<file path="src/rtl/mybusmatrix5x7_outstage_rr.sv">
// mybusmatrix5x7_outstage_rr: slave-side output stage of the 5x7 AHB matrix.
// Arbitrates round-robin between input ports, or lowest-index-first when
// MYBUSMATRIX5X7_FIXED_PRIORITY_EN is defined, and routes the data phase back.
module mybusmatrix5x7_outstage_rr #(
    parameter int NUM_IN = 5,
    parameter int AW     = 32,
    parameter int DW     = 32,
    parameter int UW     = 32
) (
    input  logic                 HCLK,
    input  logic                 HRESETn,
    input  logic [NUM_IN-1:0]    sel_op,
    input  logic [NUM_IN*AW-1:0] addr_op,
    input  logic [NUM_IN*2-1:0]  trans_op,
    input  logic [NUM_IN-1:0]    write_op,
    input  logic [NUM_IN*3-1:0]  size_op,
    input  logic [NUM_IN*3-1:0]  burst_op,
    input  logic [NUM_IN*4-1:0]  prot_op,
    input  logic [NUM_IN-1:0]    lock_op,
    input  logic [NUM_IN*DW-1:0] wdata_op,
    output logic [NUM_IN-1:0]    active_op,
    output logic                 HSELM,
    output logic [AW-1:0]        HADDRM,
    output logic [1:0]           HTRANSM,
    output logic                 HWRITEM,
    output logic [2:0]           HSIZEM,
    output logic [2:0]           HBURSTM,
    output logic [3:0]           HPROTM,
    output logic                 HMASTLOCKM,
    output logic [DW-1:0]        HWDATAM,
    output logic                 HREADYMUXM,
    input  logic                 HREADYOUTM,
    input  logic [1:0]           HRESPM,
    input  logic [DW-1:0]        HRDATAM,
    input  logic [UW-1:0]        HRUSERM,
    output logic                 readyout_op,
    output logic [1:0]           resp_op,
    output logic [DW-1:0]        rdata_op,
    output logic [UW-1:0]        ruser_op
);
    localparam int PW = $clog2(NUM_IN);

    logic [NUM_IN-1:0] w_req;
    logic [PW-1:0]     w_arb, w_owner, w_sel;
    logic              w_gnt, w_hold_nx;
    logic [1:0]        w_tr;
    logic [3:0]        w_len, w_rem;
    logic [PW-1:0]     r_last, r_howner, r_dport;
    logic              r_hold, r_hvalid, r_hgnt, r_dvalid;
    logic [3:0]        r_cnt;

    // A port requests when selected with an active (NONSEQ/SEQ) transfer
    always_comb begin
        w_req = '0;
        for (int i = 0; i < NUM_IN; i++) w_req[i] = sel_op[i] & trans_op[2*i+1];
    end

`ifdef MYBUSMATRIX5X7_FIXED_PRIORITY_EN
    // Lowest-index requester wins; parks on the last owner when idle
    always_comb begin
        w_arb = r_last;
        for (int k = NUM_IN - 1; k >= 0; k--) if (w_req[k]) w_arb = PW'(k);
    end
`else
    logic [PW:0] w_idx;
    // Scan from the port after the last owner so the last owner ranks lowest
    always_comb begin
        w_arb = r_last;
        w_idx = '0;
        for (int k = NUM_IN; k >= 1; k--) begin
            w_idx = {1'b0, r_last} + (PW+1)'(k);
            if (w_idx >= (PW+1)'(NUM_IN)) w_idx = w_idx - (PW+1)'(NUM_IN);
            if (w_req[w_idx[PW-1:0]]) w_arb = w_idx[PW-1:0];
        end
    end
`endif

    // Pick the owner (frozen during wait states) and mux its address/control
    always_comb begin
        w_owner    = r_hvalid ? r_howner : (r_hold ? r_last : w_arb);
        w_gnt      = HRESETn & (r_hvalid ? r_hgnt : (r_hold | (|w_req)));
        w_sel      = w_gnt ? w_owner : '0;
        HSELM      = w_gnt & sel_op[w_sel];
        w_tr       = HSELM ? trans_op[int'(w_sel)*2 +: 2] : 2'b00;
        HTRANSM    = w_tr;
        HADDRM     = addr_op[int'(w_sel)*AW +: AW];
        HWRITEM    = write_op[w_sel];
        HSIZEM     = size_op[int'(w_sel)*3 +: 3];
        HBURSTM    = burst_op[int'(w_sel)*3 +: 3];
        HPROTM     = prot_op[int'(w_sel)*4 +: 4];
        HMASTLOCKM = lock_op[w_sel];
        active_op  = HSELM ? {{(NUM_IN-1){1'b0}}, 1'b1} << w_owner : '0;
    end

    // Beats remaining in a fixed-length burst decide whether the grant is held
    always_comb begin
        w_len     = HBURSTM[2:1] == 2'b01 ? 4'd3 : HBURSTM[2:1] == 2'b10 ? 4'd7 :
                    HBURSTM[2:1] == 2'b11 ? 4'd15 : 4'd0;
        w_rem     = w_tr == 2'b10 ? w_len : r_cnt - 4'd1;
        w_hold_nx = w_gnt & (HMASTLOCKM | (w_tr[1] ? (HBURSTM == 3'b001) | (|w_rem) :
                    (w_tr == 2'b01) & r_hold));
    end

    // Arbitration and data-phase state advance only when the address phase completes
    always_ff @(posedge HCLK or negedge HRESETn) begin
        if (!HRESETn) begin
            r_last   <= PW'(NUM_IN - 1);
            r_hold   <= 1'b0;
            r_hvalid <= 1'b0;
            r_howner <= '0;
            r_hgnt   <= 1'b0;
            r_dvalid <= 1'b0;
            r_dport  <= '0;
            r_cnt    <= '0;
        end else begin
            r_hvalid <= ~HREADYOUTM;
            r_howner <= w_owner;
            r_hgnt   <= w_gnt;
            if (HREADYOUTM) begin
                r_last   <= w_owner;
                r_hold   <= w_hold_nx;
                r_dvalid <= HSELM & w_tr[1];
                r_dport  <= w_owner;
                if (HSELM & w_tr[1]) r_cnt <= w_rem;
            end
        end
    end

    // Data-phase return path; idle data phase reports ready/OKAY
    always_comb begin
        HWDATAM     = wdata_op[int'(r_dport)*DW +: DW];
        HREADYMUXM  = r_dvalid ? HREADYOUTM : 1'b1;
        readyout_op = HREADYMUXM;
        resp_op     = r_dvalid ? HRESPM : 2'b00;
        rdata_op    = HRDATAM;
        ruser_op    = HRUSERM;
    end
endmodule
</file>
<file path="config.mk">
export PLATFORM = sky130hd
export DESIGN_NAME = mybusmatrix5x7_outstage_rr
export DESIGN_NICKNAME = d
export VERILOG_FILES = /design/src/rtl/mybusmatrix5x7_outstage_rr.sv
export SDC_FILE = /design/constraint.sdc
export NUM_CORES = 1
export LEC_CHECK = 0
export CAP_MARGIN = 20
export CORE_AREA = 8 8 230 232
export DETAILED_ROUTE_END_ITERATION = 10
export DIE_AREA = 0 0 238 240
export PLACE_DENSITY = 0.36
export SYNTH_ARGS = -nofsm -noshare
export SYNTH_HDL_FRONTEND = slang
export SYNTH_SLANG_ARGS = --single-unit
</file>
<file path="constraint.sdc">
create_clock -name HCLK -period 6.3 [get_ports HCLK]
set_clock_uncertainty 0.15 [all_clocks]
set_input_delay 0.63 -clock HCLK [delete_from_list [all_inputs] [get_ports HCLK]]
set_output_delay 0.63 -clock HCLK [all_outputs]
set_load 0.03 [all_outputs]
</file>
==> run metrics, run 1 <==
crit path capture type output port; CP Data Required Time around 5.5 ns; Synth Cell Area between 5000 and 6000 um2; total power ~5200 uW; clock latency on the worst-skew pair 0.25 ns; flop2flop setup slack just under 0.7 ns; Hold EP r_cnt[3]; hold path startpoint r_cnt[3]; Post-synth EDFFs 0; Post-Synth Simple-Gate Area 0.2712; number of DRC markers in iteration 0 301; number of vias per cell slightly above 4; top cells by count, synth nand2_1 (224), buf_4 (67), inv_1 (48); placed cell count 1842; Clock power frac 0.025; power density over cell area just under 500 nW/um2; RR Endpoint r_cnt[0]; DIE AREA 57120 um2; Reg clk slew, reported paths approximately 0.050 ns; finished layout cell area 10640 um2; Synth Area in Compound Gates 0.2762; GRT Total Usage 0.1289; Die Span Y 240 um; CTS tree yes; Fillers around 5600; post-cts sizing count 0; Worst-Margin Slew 0.8776 ns; share of synthesized flip-flops with an asynchronous set or reset 1.000; Max VDD drop just under 200 uV; Placer Congestion approximately 0.85; worst flop-to-flop path startpoint r_last[0]; share of layout cells above drive strength 1 0.1107; P_int around 2200 uW; CP Class flip-flop to output port; main combinational cell family by area after synthesis compound AO/OA/AOI/OAI gates; unrepaired setup endpoints after global routing false; WL/cell approximately 21 um; Area Overhead vs Synth 100.8%; core area 49450 um2; Yosys cell types ~70; Post-CTS Setup Inserts 0; critical path arrival 5.24 ns; crit path launch type flip-flop; Sw Pwr approximately 3000 uW; post-synth top area share 0.1586; total congestion overflow 0; sequential power share 0.040; cts bufs inserted 3; status complete, no violations; prevailing post-synth register cell dfrtp_1; Syn Area/Cell 6.760 um2; vias in the first global route 8120; Leakage Power ~0.004 uW; initial antenna violation count 11; Fin. Hold Viols 0; setup violators final 0; HP Class flip-flop to flip-flop; drt first pass iters 5; multiplexer share of the synthesized area 0.1716; GR Layer Usage met2 0.2243; worst rel slew slack 0.4149; CTS Hold Bufs 0; clk sink count 15; max cap viols 0; CTS max path bufs 2; Area after DPL 10560 um2; met3 Track Usage GR 0.05741; combinational power share 0.935; main area contributors after synthesis nand2_1 (16%), mux4_2 (14%), buf_4 (9.5%), o221ai_1 (6.9%), dfrtp_1 (6.6%); Yosys reg bits 15; IO Pins ~600; register area share after synthesis 0.07106; final net count 1652; final std cells w/o fill between 1500 and 2000; Hold Path Depth 1; GRT Max-Usage Layer met2; drt drc 0; placed wire-length estimate 33890 um; H-tree levels 1; FP Rows 82; most numerous cell in the Yosys netlist nand2_1; post-synthesis adder-cell area fraction 0.03211; die width ~240 um; r2r worst-path depth 18; number of port buffers slightly below 500; antenna viol nets, final 0; Max FO, Critical Path 21; fin crit period about 6 ns; post-synth net total around 1300; Slew Limit Fails 0; starting density of the core 0.1072; grt met1 use 0.1444; first-pass GRT wire length 55990 um; cell taking the most area after synthesis nand2_1; largest net degree at the start of global routing 47; f_max 166.2 MHz; Gate Count Post-Synth around 780; Switching Fraction 0.5720; Routed WL between 30000 and 40000 um; via count 7582; Sum Neg Setup Slack 0 ns; Syn. warnings 0; Post-Synth XOR/XNOR Area 0.006610; CTS root buf clkbuf_16; fin crit share 0.9550
## cells in the final DEF, fill, tap and decap left out, types with 3 or more instances in the layout
cell type,instances
a22o_1,5
ha_1,12
o21ai_0,46
diode_2,3
a31oi_1,47
dfrtp_1,12
mux2i_1,11
and2_1,10
clkdlybuf4s50_1,439
clkbuf_16,3
xnor2_1,4
buf_12,15
nand3b_1,4
and3_1,6
nor3_1,6
nand4_1,3
buf_4,52
mux4_2,33
a21boi_0,3
o221ai_1,42
o211a_1,4
o21a_1,3
a211oi_1,6
or2_2,3
a32oi_1,3
inv_1,48
nor2_1,17
nand2b_1,11
nor2b_1,3
or3_1,6
a21oi_1,19
nand3_1,17
mux2_2,3
nand2_1,223
## cell type report
type	count	area, um2	share of cell area
diodes	3	7.507	0.0007053
clock buffers	4	78.83	0.007406
inverters	52	197.7	0.01857
multi-input cells	597	4053	0.3807
flip-flops and latches	15	381.6	0.03585
well taps	672	840.8	0.07899
repair buffers	506	5085	0.4777
## flip-flops by register name (all words and copies together), names as in the netlist
name,flops
r_last,3
r_hold,1
r_cnt,4
r_hgnt,1
r_howner,3
r_hvalid,1
r_dport,1
r_dvalid,1
## how the worst max path moves through the flow
stage | end | start | depth (start not counted) | slack, ns
final | HSELM | r_last[0] | 17 | 0.28
after global placement | HSELM | r_last[0] | 17 | 0.62
after global routing | HSELM | r_last[0] | 17 | 0.003
after detailed placement | HSELM | r_last[0] | 17 | 0.54
after CTS | HSELM | r_last[0] | 17 | 0.25
after floorplan | HTRANSM[0] | r_last[1] | 17 | 1.03
## power groups by stage
stage               Clock, uW  Combinational [uW]  Sequential [uW]
CTS                       134                4930              206
global route              138                5250              216
detailed placement          0                4910              208
global placement            0                4930              208
finish                    128                4870              208
floorplan                   0                2990              179
## critical path: stages (launching register included)
cell             delay [ns]
dfrtp_4                0.59
inv_4                  0.19
ha_1                   0.22
inv_1                  0.06
fa_1                   0.40
a21oi_2                0.18
xnor2_1                0.26
mux4_2                 0.58
o21ai_2                0.18
nor2_1                 0.09
a221o_1                0.35
o211ai_2               0.28
nand2_1                0.16
inv_1                  0.14
nor2_1                 0.08
nor4_1                 0.43
inv_1                  0.14
clkdlybuf4s50_1        0.63
## layer usage
layer / vias up / routed length (um) / share of wire
met2: 469 / 18890 / 0.48
li1: 3549 / - / -
met5: - / 90 / 0.0023
met1: 3506 / 15330 / 0.39
met4: 14 / 678 / 0.017
met3: 44 / 4637 / 0.12
## through the flow
stage,utilization,worst slack (ns),hold slack [ns]
floorplan,-,1.028,0.1844
finish,0.2152,0.2838,0.3721
CTS,0.2151,0.2475,0.3750
global route,0.2152,0.003295,0.4164
detailed placement,0.2135,0.5391,0.3629
global placement,0.2135,0.6228,0.3683
## kinds of logic (layout without fill, tap and decap cells)
| family | after synthesis | after routing |
|---|---|---|
| mux | 48 | 48 |
| simple gates | 324 | 324 |
| other cells | 0 | 3 |
| flops | 15 | 15 |
| xor+xnor | 4 | 4 |
| buf+inv | 172 | 562 |
| compound gates | 208 | 208 |
| fa+ha+maj | 13 | 13 |
(Power assumes the default switching activity.)
==> inputs of run 2 (changes only) <==
Settings changed: ABC_AREA set to 1, CORE_AREA 8 8 230 232 to 8 8 231 233, DIE_AREA 0 0 238 240 to 0 0 239 241.
==> run metrics, run 2 <==
status complete, no violations (unchanged); commonest non-fill, non-tap cell in the layout clkdlybuf4s50_1 (unchanged); Area Overhead vs Synth 94.54% (was 100.8%); fin crit period 5.841 ns (was 6.016 ns); post-synth top area share 0.1365 (was 0.1586); unrepaired setup endpoints after global routing false (unchanged); Synth Area in Compound Gates 0.3714 (was 0.2762); first-pass GRT wire length 56980 um (was 55990 um); Fin. Hold Viols 0 (unchanged); CTS max path bufs 2 (unchanged); total congestion overflow 0 (unchanged); Reg clk slew, reported paths 0.05 ns (about the same); share of layout cells above drive strength 1 0.08100 (was 0.1107); max cap viols 0 (unchanged); GRT Total Usage 0.1301 (was 0.1289); setup violators final 0 (unchanged); initial antenna violation count 6 (was 11); r2r worst-path depth 32 (was 18); HP Class flip-flop to flip-flop (unchanged); WL/cell 20.09 um (was 21.43 um); power density over cell area 529.8 nW/um2 (was 488.8 nW/um2); most numerous cell in the Yosys netlist nand2_1 (unchanged); Sum Neg Setup Slack 0 ns (unchanged); register area share after synthesis 0.06846 (was 0.07106); cell repeated most along the worst path nand2_1 (was inv_1); antenna viol nets, final 0 (unchanged); Post-Synth XOR/XNOR Area 0.004776 (was 0.006610); Gate Count Post-Synth 988 (was 784); drt drc 0 (unchanged); cell taking the most area after synthesis nand2_1 (unchanged); clock latency on the worst-skew pair 0.24 ns (was 0.25 ns); Max FO, Critical Path 81 (was 21); Routed WL 40910 um (was 39630 um); final worst slack 0.4594 ns (was 0.2838 ns); fin crit share 0.9271 (was 0.9550); number of DRC markers in iteration 0 333 (was 301); Syn. warnings 0 (unchanged); crit path capture active_op[0] (was HSELM); main area contributors after synthesis nand2_1 (14%), o21ai_0 (12%), buf_4 (9.3%), nor2_1 (7.0%), a22o_1 (6.5%) (was nand2_1 (16%), mux4_2 (14%), buf_4 (9.5%), o221ai_1 (6.9%), dfrtp_1 (6.6%)); placed wire-length estimate 34080 um (was 33890 um); crit path launch type flip-flop (unchanged); CP Data Required Time 5.52 ns (about the same); drt first pass iters 5 (unchanged); CP Launch Point r_last[0] (unchanged); Max VDD drop 301.6 uV (was 198.2 uV); prevailing post-synth register cell dfrtp_1 (unchanged); Synth Cell Area 5502 um2 (was 5300 um2); post-synthesis adder-cell area fraction 0.03093 (was 0.03211); Post-synth EDFFs 0 (unchanged); core area 49660 um2 (was 49450 um2); Leakage Power 0.004504 uW (was 0.004015 uW); area of the multi-input gates 3986 um2 (was 4053 um2); critical path arrival 5.06 ns (was 5.24 ns); final net count 1836 (was 1652); flop2flop setup slack 1.24 ns (was 0.68 ns); max reg flops 4 (unchanged); IO Pins 616 (unchanged); FF/Latch Area 379.1 um2 (was 381.6 um2); DIE AREA 57600 um2 (was 57120 um2); worst rel slew slack 0.4119 (was 0.4149); post-cts sizing count 0 (unchanged); worst flop-to-flop path startpoint r_last[0] (unchanged); Worst-Margin Slew 0.8822 ns (was 0.8776 ns); post-synth net total 1465 (was 1261); number of port buffers 487 (unchanged); Largest Register r_cnt (unchanged); Placer Congestion 0.8423 (was 0.8509); Slew Limit Fails 0 (unchanged); Top Registers r_cnt: 4 flops, r_howner: 3 flops, r_last: 3 flops (unchanged); die width 239 um (was 238 um); CP Class flip-flop to output port (unchanged); via count 8348 (was 7582); cts bufs inserted 3 (unchanged); Yosys cell types 38 (was 71); H-tree levels 1 (unchanged); Fillers 5701 (was 5611); CTS root buf clkbuf_16 (unchanged); Die Span Y 241 um (was 240 um); FP Rows 82 (unchanged); starting density of the core 0.1108 (was 0.1072); vias in the first global route 8661 (was 8120); Crit-path slowest cell buf_4 (was clkdlybuf4s50_1); CTS tree yes (unchanged); Post-Synth Simple-Gate Area 0.3175 (was 0.2712); share of synthesized flip-flops with an asynchronous set or reset 1.000 (unchanged); critical path's largest stage delay 0.66 ns (was 0.63 ns); Post-CTS Setup Inserts 0 (unchanged); clk sink count 15 (unchanged); top cells by count, synth nand2_1 (200), o21ai_0 (128), nor2_1 (103) (was nand2_1 (224), buf_4 (67), inv_1 (48)); main combinational cell family by area after synthesis compound AO/OA/AOI/OAI gates (unchanged); multiplexer share of the synthesized area 0 (was 0.1716); Yosys reg bits 15 (unchanged); crit path capture type output port (unchanged); Syn Area/Cell 5.568 um2 (was 6.760 um2); CTS Hold Bufs 0 (unchanged); f_max 171.2 MHz (was 166.2 MHz); most frequent cells in the layout clkdlybuf4s50_1 (435), nand2_1 (200), o21ai_0 (128), nor2_1 (103), inv_1 (78) (was clkdlybuf4s50_1 (439), nand2_1 (223), buf_4 (52), inv_1 (48), a31oi_1 (47)); Post-Place Worst Slack 0.7226 ns (was 0.5391 ns); number of vias per cell 4.100 (was 4.101); largest net degree at the start of global routing 82 (was 47); RR Endpoint r_hold (was r_cnt[0])
==> run 2: cell count changes after synthesis, sizes merged, moves of 36 or more <==
cell	delta
o21ai	+90
a22o	+36
o221ai	-42
a21oi	+49
nor2	+87
o22ai	+40
a31oi	-46
nand3	+55
==> run 2: cell families after synthesis <==
| group | Yosys count |
|---|---|
| compound gates | 326 |
| buf+inv | 224 |
| fa+ha+maj | 13 |
| simple gates | 407 |
| flops | 15 |
| xor+xnor | 3 |
==> run 2: per-stage QoR <==
| stage | total power, uW | hold slack, ns | cells | utilization | instance area [um2] |
|---|---|---|---|---|---|
| 2_1_floorplan | 3523 | 0.1844 | 988 | - | 5502 |
| 3_3_place_gp | 5655 | 0.3246 | 2025 | 0.2133 | 10590 |
| 3_5_place_dp | 5621 | 0.3246 | 2026 | 0.2136 | 10610 |
| 4_1_cts | 5770 | 0.3376 | 2030 | 0.2152 | 10690 |
| 5_1_grt | 6146 | 0.3626 | 2034 | 0.2154 | 10700 |
| 6_report | 5670 | 0.3340 | 2036 | 0.2155 | 10700 |
==> run 2: worst min-delay path by stage <==
stage | startpoint | end | slack (ns) | cells past startpoint
after floorplan | HRESETn | r_cnt[0] | 0.18 | 0
final | r_cnt[1] | r_cnt[1] | 0.33 | 2
after detailed placement | r_cnt[1] | r_cnt[1] | 0.32 | 2
after global routing | r_cnt[1] | r_cnt[1] | 0.36 | 2
after CTS | r_cnt[1] | r_cnt[1] | 0.34 | 2
after global placement | r_cnt[1] | r_cnt[1] | 0.32 | 2
==> run 2: power by group <==
part / total (uW) / switching (uW) / internal, uW
sequential: 174 / 34.8 / 139
combinational: 5370 / 3350 / 2030
clock: 124 / 38.5 / 85.7
==> run 2: worst max-delay path: cells and delay by family (launching register included) <==
| kind | cells | cell delay [ns] |
|---|---|---|
| flops | 1 | 0.35 |
| compound gates | 3 | 0.42 |
| buf+inv | 5 | 1.48 |
| simple gates | 17 | 2.07 |
| fa+ha+maj | 1 | 0.43 |
==> run 2: area by class of cell <==
class	instances	share of cell area
clock buffer	4	0.007365
antenna	6	0.001403
multi-input combinational	749	0.3725
inverter	86	0.03016
sequential	15	0.03542
timing repair buffer	504	0.4746
tap	672	0.07856
==> run 2: metal layers <==
metal / vias up / GRT usage / wire length (um)
met3: 32 / 0.04236 / 3300
met1: 3853 / 0.1419 / 15680
met2: 373 / 0.2420 / 21110
met4: 2 / 0.03052 / 809
li1: 4088 / - / -
met5: - / 0 / 9
==> inputs of run 3 (changes only) <==
Settings changed: PLACE_DENSITY 0.36 to not set, PLACE_DENSITY_LB_ADDON set to 0.1.
==> run metrics, run 3 (synthesis results as in run 2) <==
setup violators final 0 (unchanged); first-pass GRT wire length 60520 um (was 56980 um); CP Class flip-flop to output port (unchanged); worst flop-to-flop path startpoint r_last[1] (was r_last[0]); crit path capture type output port (unchanged); number of DRC markers in iteration 0 413 (was 333); placed wire-length estimate 36230 um (was 34080 um); RR Endpoint r_hold (unchanged); r2r worst-path depth 35 (was 32); Die Span Y 241 um (unchanged); status complete, no violations (unchanged); DIE AREA 57600 um2 (unchanged); unrepaired setup endpoints after global routing false (unchanged); critical path arrival 4.88 ns (was 5.06 ns); Crit-path slowest cell buf_4 (unchanged); Post-CTS Setup Inserts 0 (unchanged); grt met1 use 0.1363 (was 0.1419); vias in the first global route 8624 (was 8661); hold path startpoint r_cnt[1] (unchanged); Hold EP r_cnt[1] (unchanged); number of vias per cell 4.038 (was 4.100); largest net degree at the start of global routing 76 (was 82); fin crit share 0.8980 (was 0.9271); power density over cell area 525.4 nW/um2 (was 529.8 nW/um2); Routed WL 43650 um (was 40910 um); Fillers 5716 (was 5701); Max VDD drop 309.8 uV (was 301.6 uV); GRT Max-Usage Layer met2 (unchanged); Top delay family on crit path simple AND/OR/NAND/NOR gates (unchanged); CTS tree yes (unchanged); f_max 176.8 MHz (was 171.2 MHz); share of layout cells above drive strength 1 0.08241 (was 0.08100); CP Data Required Time 5.52 ns (about the same); IO Pins 616 (unchanged); drt drc 0 (unchanged); Placer Congestion 0.7894 (was 0.8423); Crit path buffers/inverters 7 (was 5); worst hold slack 0.3482 ns (was 0.3340 ns); core area 49660 um2 (unchanged); via count 8253 (was 8348); Worst-Margin Slew 0.6563 ns (was 0.8822 ns); HP Class flip-flop to flip-flop (unchanged); flop2flop setup slack 1.38 ns (was 1.24 ns); GR Layer Usage met2 0.2739 (was 0.2420); WL/cell 21.36 um (was 20.09 um); Reg clk slew, reported paths 0.05 ns (about the same); CTS Hold Bufs 0 (unchanged); CTS root buf clkbuf_16 (unchanged); Largest Register r_cnt (unchanged); most frequent cells in the layout clkdlybuf4s50_1 (435), nand2_1 (200), o21ai_0 (128), nor2_1 (103), inv_1 (78) (unchanged); antenna viol nets, final 0 (unchanged); Max FO, Critical Path 56 (was 81); cell repeated most along the worst path nand2_1 (unchanged); Fin. Hold Viols 0 (unchanged); met3 Track Usage GR 0.05286 (was 0.04236); Top Registers r_cnt: 4 flops, r_howner: 3 flops, r_last: 3 flops (unchanged); critical path's largest stage delay 0.52 ns (was 0.66 ns); cts bufs inserted 3 (unchanged); number of port buffers 487 (unchanged); FP Rows 82 (unchanged); fin crit period 5.657 ns (was 5.841 ns); drt first pass iters 4 (was 5); H-tree levels 1 (unchanged); worst rel slew slack 0.5624 (was 0.4119); commonest non-fill, non-tap cell in the layout clkdlybuf4s50_1 (unchanged); clock latency on the worst-skew pair 0.24 ns (about the same); Slew Limit Fails 0 (unchanged); crit path launch type flip-flop (unchanged); total congestion overflow 0 (unchanged); max reg flops 4 (unchanged); GRT Total Usage 0.1400 (was 0.1301); starting density of the core 0.1108 (unchanged); clk sink count 15 (unchanged); Area Overhead vs Synth 94.20% (was 94.54%); max cap viols 0 (unchanged); die width 239 um (unchanged); final net count 1837 (was 1836); Leakage Power 0.004495 uW (was 0.004504 uW); initial antenna violation count 15 (was 6); CTS max path bufs 2 (unchanged); post-cts sizing count 0 (unchanged); Hold Path Depth 2 (unchanged); Sum Neg Setup Slack 0 ns (unchanged)
==> run 3: metal layers <==
metal  wire, um  vias up
li1           -     4093
met1      15140     3802
met2      23960      318
met3       3723       36
met4        806        4
met5         22        -
==> run 3: worst max-delay path by stage <==
stage / cells past startpoint / end / slack [ns] / startpoint
final: 29 / active_op[3] / 0.64 / r_last[1]
after global routing: 29 / active_op[3] / 0.04 / r_last[1]
after CTS: 29 / active_op[3] / 0.42 / r_last[1]
after detailed placement: 29 / active_op[3] / 0.72 / r_last[1]
after global placement: 24 / active_op[3] / 0.76 / r_last[1]
after floorplan: 32 / active_op[0] / 1.01 / r_last[0]
==> run 3: through the flow <==
| stage | worst slack [ns] | util | power (uW) | std cells | area, um2 |
|---|---|---|---|---|---|
| detailed placement | 0.7174 | 0.2129 | 5571 | 2027 | 10570 |
| floorplan | 1.013 | - | 3523 | 988 | 5502 |
| global route | 0.03874 | 0.2151 | 6114 | 2043 | 10680 |
| CTS | 0.4185 | 0.2145 | 5719 | 2031 | 10650 |
| finish | 0.6429 | 0.2152 | 5613 | 2044 | 10680 |
| global placement | 0.7593 | 0.2129 | 5620 | 2027 | 10570 |
==> run 3: cell type report <==
class,instances,area [um2],share of cell area
flip-flops and latches,15,379.1,0.03548
repair buffers,505,5042,0.4720
clock buffers,3,75.07,0.007027
diodes,13,32.53,0.003045
clock inverters,1,5.005,0.0004684
inverters,86,322.8,0.03021
well taps,672,840.8,0.07870
multi-input cells,749,3986,0.3731
==> run 3: report_power, final <==
group / switching (uW) / total [uW] / internal [uW]
Sequential: 30.4 / 169 / 139
Combinational: 3350 / 5320 / 1970
Clock: 40.0 / 125 / 84.8
Total: 3420 / 5610 / 2190
==> run 3: tightest hold or removal path, stage by stage (launching register included) <==
cell     delay, ns
dfrtp_1       0.34
nand2_1       0.05
o21ai_0       0.07
